===== src/rtl/nibble_serial_adder.sv =====
// Nibble-serial add/subtract sequencer: one 4-bit ripple slice walks W-bit
// operands LSB nibble first, chaining the carry through a register.
module nibble_serial_adder #(
  parameter int NIBBLES = 4,
  localparam int W  = 4 * NIBBLES,
  localparam int KW = (NIBBLES > 1) ? $clog2(NIBBLES) : 1
) (
  input  logic         clk,
  input  logic         reset,
  input  logic         start,
  input  logic         sub,
  input  logic         cin,
  input  logic [W-1:0] A,
  input  logic [W-1:0] B,
  output logic         busy,
  output logic         done,
  output logic [W-1:0] S,
  output logic         cout,
  output logic         ovf,
  output logic [1:0]   dbg_state
);

  // Handshake: start is accepted on a rising edge whenever busy=0 (IDLE or
  // DONE); done is a one-cycle pulse and never overlaps busy.
  typedef enum logic [1:0] {IDLE = 2'd0, RUN = 2'd1, DONE = 2'd2} state_t;

  state_t         state, state_next;
  logic [W-1:0]   opa, opb, p, p_next;
  logic           cr;
  logic [KW-1:0]  k;
  logic [3:0]     slice_x, slice_y, slice_s;
  logic [4:0]     chain;
  logic           slice_c;
  logic           last;
  logic           accept;

  assign busy      = (state == RUN);
  assign done      = (state == DONE);
  assign dbg_state = state;
  assign accept    = start && (state != RUN);
  assign last      = (k == KW'(NIBBLES - 1));

  // Single 4-bit ripple slice operating on nibble k.
  always_comb begin
    slice_x  = opa[{k, 2'b00} +: 4];
    slice_y  = opb[{k, 2'b00} +: 4];
    chain    = '0;
    slice_s  = '0;
    chain[0] = cr;
    for (int i = 0; i < 4; i++) begin
      slice_s[i]   = slice_x[i] ^ slice_y[i] ^ chain[i];
      chain[i+1]   = (slice_x[i] & slice_y[i]) | (slice_x[i] & chain[i]) |
                     (slice_y[i] & chain[i]);
    end
    slice_c = chain[4];
    p_next  = p;
    p_next[{k, 2'b00} +: 4] = slice_s;
  end

  always_ff @(posedge clk or posedge reset) begin
    if (reset) state <= IDLE;
    else       state <= state_next;
  end

  always_comb begin
    state_next = state;
    case (state)
      IDLE:    if (start) state_next = RUN;
      RUN:     if (last)  state_next = DONE;
      DONE:    state_next = start ? RUN : IDLE;
      default: state_next = IDLE;
    endcase
  end

  always_ff @(posedge clk or posedge reset) begin
    if (reset) begin
      opa  <= '0;
      opb  <= '0;
      p    <= '0;
      cr   <= 1'b0;
      k    <= '0;
      S    <= '0;
      cout <= 1'b0;
      ovf  <= 1'b0;
    end else if (accept) begin
      // Subtract is A + ~B + 1: invert B at latch time, seed carry with 1.
      opa <= A;
      opb <= sub ? ~B : B;
      cr  <= sub ? 1'b1 : cin;
      k   <= '0;
    end else if (state == RUN) begin
      p  <= p_next;
      cr <= slice_c;
      k  <= last ? '0 : k + KW'(1);
      if (last) begin
        S    <= p_next;
        cout <= slice_c;
        ovf  <= (opa[W-1] == opb[W-1]) && (p_next[W-1] != opa[W-1]);
      end
    end
  end

endmodule


===== config.mk =====
export PLATFORM = sky130hd
export DESIGN_NAME = nibble_serial_adder
export DESIGN_NICKNAME = d
export VERILOG_FILES = /design/src/rtl/nibble_serial_adder.sv
export SDC_FILE = /design/constraint.sdc
export NUM_CORES = 1
export LEC_CHECK = 0
export BUFFER_PORTS_ARGS = -buffer_cell sky130_fd_sc_hd__buf_4
export CAP_MARGIN = 20
export CORE_MARGIN = 5
export CORE_UTILIZATION = 35
export CTS_CLUSTER_SIZE = 16
export DETAILED_ROUTE_END_ITERATION = 10
export SYNTH_ARGS = -nofsm -noshare
export SYNTH_HDL_FRONTEND = slang
export SYNTH_SLANG_ARGS = --single-unit

===== constraint.sdc =====
create_clock -name clk -period 8.38 [get_ports clk]
set_input_delay 1.257 -clock clk [delete_from_list [all_inputs] [get_ports clk]]
set_output_delay 1.257 -clock clk [all_outputs]
set_load 0.03 [all_outputs]

; Word level (Yosys, flattened, before mapping)
; Cells that the tools add are included.
[op_classes]
eq_ne = 8
reduce_logical = 7
n_mux = 12
n_bitwise = 30
n_addsub = 2
n_shift = 4
[op_table]
columns = op, count
row1 = indexed part select 16 x 5 -> 4 bit, 2
row2 = bitwise mux 16 bit, 1
row3 = two-way mux 16 bit, 1
row4 = NOT 16 bit, 1
row5 = variable shift 4 x 6 -> 16 bit (first input constant), 1
row6 = indexed part select 4 x 6 -> 16 bit, 1
row7 = AND 1 bit, 12
row8 = two-way mux 2 bit, 5
row9 = bitwise OR 1 bit, 8
row10 = bitwise XOR 1 bit, 8
row11 = negator 4 -> 6 bit, 1
row12 = one-hot mux 2 bit (3 select lines), 1
row13 = equality test 2 bit (second input constant), 2
row14 = two-way mux 1 bit, 4
row15 = inequality test 2 x 1 -> 1 bit (second input constant), 2
row16 = AND reduction 2 bit, 2
row17 = AND reduction 3 bit, 1
row18 = adder 2 x 1 -> 2 bit (second input constant), 1
row19 = equality test 2 x 1 -> 1 bit (second input constant), 1
row20 = logical AND 1 bit, 2
row21 = logical NOT 2 bit, 1
row22 = inequality test 2 bit (second input constant), 1
row23 = nonzero test 2 bit, 1
row24 = equality test 1 bit, 1
row25 = other kinds (2), 2
[totals]
reg_bits = 71
out_inout_bits = 22
inputBits = 37

; Logic depth before layout (Yosys ltp)
[logic_depth]
word_depth = 15
depth_mapped = 11
depth_no_buf = 9

; Worst setup path after synthesis
; Ideal clock, no wire load.
[synth_path]
kind = reg2reg
startpoint = register k[0]
endpoint = register ovf
t_arrival_ns = 3.027
path_buffers = 2
stages_incl_launch_ff = 12
synth_period_minus_slack_ns = 3.096
t_required_ns = 8.311
slack_ns = 5.284
path_cell_list = dfrtp_1 -> buf_4 -> mux4_2 -> fa_1 -> inv_1 -> fa_1 -> fa_1 -> inv_1 -> fa_1 -> clkbuf_1 -> a2111o_1 -> nand3_1
[synth_between]
elab_chain_len = 15
word_cells_on_any_way = 33
cone_classes = 1 x add/sub / 2 x eq/ne / 4 x shift / 1 x mux / 23 x bitwise / 2 x reduce/logical
[synth_lines]
columns = element, line_no
row1 = from (decl), 30  ; logic [KW-1:0] k;
row2 = from (signal assigned), 94  ; k <= last ? '0 : k + KW'(1);
row3 = indexed part select 16 x 5 -> 4 bit (on tied branches), "45, 46"
row4 = AND 1 bit, 52  ; chain[i+1] = (slice_x[i] & slice_y[i]) | (slice_x[i] & chain[i]) |
row5 = bitwise OR 1 bit (2 in a row), 52
row6 = AND 1 bit, 52
row7 = bitwise OR 1 bit (2 in a row), 52
row8 = AND 1 bit, 52
row9 = bitwise OR 1 bit (2 in a row), 52
row10 = bitwise XOR 1 bit, 51  ; slice_s[i] = slice_x[i] ^ slice_y[i] ^ chain[i];
row11 = indexed part select 4 x 6 -> 16 bit, 57  ; p_next[{k, 2'b00} +: 4] = slice_s;
row12 = bitwise mux 16 bit, 57
row13 = inequality test 1 bit, 98  ; ovf <= (opa[W-1] == opb[W-1]) && (p_next[W-1] != opa[W-1]);
row14 = logical AND 1 bit, 98
row15 = to (signal assigned), 98
row16 = to (decl), 19  ; output logic ovf,
; Several ways; a longest one is shown, not always the timed one.
; A chain may end at the register's enable or synchronous reset.

; Final worst setup path
; Same ends and word-level chain as after synthesis.

==> impl_metrics.env <==
export IMPL_clk_pin_slew_ns=0.08
export IMPL_wl_per_cell_um=15.0
export IMPL_synth_area_per_cell_sq_um=11.6
export IMPL_grt_overflow=0
export IMPL_drc=0
export IMPL_post_cts_setup_buffers=0
export IMPL_fmax_ghz=0.287
export IMPL_max_slew_worst_pin_slew_ns=0.877
export IMPL_cts_tree="yes"
export IMPL_final_area_sq_um=4260
export IMPL_cp_end_kind="register"
export IMPL_synth_compound_area_share_pct=14.7
export IMPL_cts_sinks=71
export IMPL_powerDensity_nw_per_um2=434
export IMPL_min_period_over_period_pct=41.6
export IMPL_die_w_um=110
export IMPL_p_leak_uw=0.00192
export IMPL_dpl_cell_area_sq_um=3990
export IMPL_synth_top_family_by_area="compound AO/OA/AOI/OAI gates"
export IMPL_grt_pass1_wl_um=12200
export IMPL_yosys_area_share_simple_pct=9.07
export IMPL_antenna_found_initial=0
export IMPL_cp_start_kind="register"
export IMPL_synth_nets=348
export IMPL_synth_xor_area_share_pct=4.00
export IMPL_routed_wl_um=7340
export IMPL_grt_max_degree=72
export IMPL_coreArea_sq_um=9770
export IMPL_synth_warnings=0
export IMPL_relSlewSlack_pct=41.5
export IMPL_nets=398
export IMPL_finalSetupViolCount=0
export IMPL_rsz0062_at_grt="no"
export IMPL_cts_resized=0
export IMPL_hold_buffers=0
export IMPL_fin_skew_ns=0.00825
export IMPL_outcome="completed"
export IMPL_cts_buffers=9
export IMPL_num_io_pins=59
export IMPL_drtIter0Drc=74
export IMPL_portBuffers=58
export IMPL_start_util_pct=35.8
export IMPL_hold_viol=0
export IMPL_vias=2374
export IMPL_hpwl_um=5230
export IMPL_area_growth_pct=21.8
export IMPL_hold_worst_slack_ns=0.482
export IMPL_drive_gt1_share_pct=29.8
export IMPL_crit_arrival_ns=3.78
export IMPL_syn_inst=301
export IMPL_antenna_cells=0
export IMPL_dr_pass1_iters=4
export IMPL_synth_ff_latch_count=71
export IMPL_grt_pass1_vias=2459
export IMPL_die_area_sq_um=12100
export IMPL_crit_type="register to register"
export IMPL_cp_max_fo=18
export IMPL_drv_slew=0
export IMPL_gp_congestion=0.758
export IMPL_tns_ns=0
export IMPL_rows=36
export IMPL_synth_adder_area_share_pct=4.43
export IMPL_ant_nets=0
export IMPL_syn_area_sq_um=3500
export IMPL_clock_latency_ns=0.35
export IMPL_fin_crit_ns=3.49
export IMPL_clk_path_buf_depth=2
export IMPL_grt_usage_pct=13.1
export IMPL_synthMuxAreaShare_pct=12.0
export IMPL_crit_required_ns=8.67
export IMPL_yosysSeqAreaShare_pct=50.7
export IMPL_maxCapViolCount=0
export IMPL_ir_drop_v=0.000220
export IMPL_via_per_inst=4.85
export IMPL_dieHeight_um=110
export IMPL_final_core_util_pct=43.6
export IMPL_htreeDepth=3
export IMPL_clock_root_buffer="clkbuf_8"
export IMPL_hold_path_class="register to register"
export IMPL_yosysUniqueCellTypes=36
## cell families after synthesis
group                    after synthesis
AO/OA/AOI/OAI                         87
flip-flops                            71
adder cells (fa/ha/maj)               10
XOR/XNOR                              16
AND/OR/NAND/NOR                       56
buffers and inverters                 35
multiplexers                          26
## worst max-delay path: stages, from the launching register on
cell,delay [ns]
dfrtp_1,0.82
mux4_2,0.62
fa_1,0.40
inv_1,0.07
fa_1,0.20
fa_1,0.17
inv_1,0.05
fa_1,0.59
a2111o_1,0.42
nand3_1,0.07
## cells in the final DEF, fill, tap and decap left out, types with 2 or more instances in the layout
cell type and n:
ha_1 6, and4bb_2 2, a22o_1 8, inv_1 11, nor2b_1 17, nand3_1 2, buf_4 59, inv_2 2
xnor2_1 16, mux4_2 8, dfrtp_1 71, mux2_2 7, o31ai_1 2, a21oi_1 17, nand2_1 25, bufinv_16 4
o21ai_0 49, a32o_1 7, mux2_4 10, nor2_1 3, fa_1 4, clkbuf_8 9
## power by group
group | leakage [uW] | internal [uW] | total, uW | switching [uW]
Sequential | 0.000912 | 491 | 600 | 109
Clock | 0.000126 | 227 | 357 | 130
Combinational | 0.000886 | 371 | 892 | 521
Total | 0.00192 | 1090 | 1850 | 760
## per-layer routing
layer	up-vias	share of wire [%]	global-route usage (%)
li1	1149	-	-
met1	1153	47	17.7
met2	60	46	20.0
met3	12	5.6	4.43
met4	0	1.5	4.10
met5	-	0	0
## worst paths after layout
path	start	end	slack (ns)	cells past startpoint
hold / removal	S[1]	S[1]	0.48	2
hold reg to reg	S[1]	S[1]	0.48	2
max in group asynchronous	reset	S[3]	6.65	3
setup reg to reg	k[0]	ovf	4.89	9
min in group asynchronous	reset	p[5]	1.18	3
setup / recovery	k[0]	ovf	4.89	9
## sequential cells by signal, summed over array words and instances (netlist names)
signal	count
k	2
dbg_state	2
opb	16
p	16
ovf	1
cr	1
S	16
cout	1
opa	16
## Yosys cell counts
cell type,number,area [sq um]
and4bb_2,2,25.0
a21oi_1,17,85.1
and4b_1,1,10.0
nor2_8,1,20.0
dfrtp_1,71,1780
fa_1,4,80.1
mux2_4,10,150
and4bb_1,1,12.5
nand2_1,25,93.8
mux4_2,8,180
inv_4,1,6.26
o21a_1,1,7.51
inv_1,12,45.0
nand4_1,1,6.26
a22o_1,8,70.1
nand3_1,2,10.0
nor2_1,3,11.3
nand3b_1,1,7.51
a2111o_1,1,11.3
nand2b_1,1,6.26
o21ai_1,1,5.00
o31ai_1,2,15.0
o21ai_0,49,245
nor2b_1,17,106
mux2_2,7,78.8
inv_2,1,3.75
nor4b_1,1,8.76
buf_6,3,33.8
buf_2,8,40.0
a32o_1,7,70.1
ha_1,6,75.1
mux2i_1,1,10.0
o22ai_1,1,6.26
buf_4,3,22.5
xnor2_1,16,140
clkbuf_1,7,26.3
## per-stage QoR
stage,std cells,power (uW),setup WS [ns]
floorplan,301,1240,5.28
global placement,472,1490,4.99
detailed placement,472,1510,4.87
CTS,488,1870,4.85
global route,489,1980,4.68
finish,489,1850,4.89
## area by class of cell
| type | instances | area, sq um |
|---|---|---|
| fillers | 948 | 5510 |
| clock inverters | 6 | 133 |
| flip-flops and latches | 71 | 1780 |
| inverters | 14 | 55.1 |
| multi-input cells | 195 | 1550 |
| well taps | 133 | 166 |
| repair buffers | 60 | 458 |
| clock buffers | 10 | 128 |
Note: power is estimated with default switching activity, not from simulation.
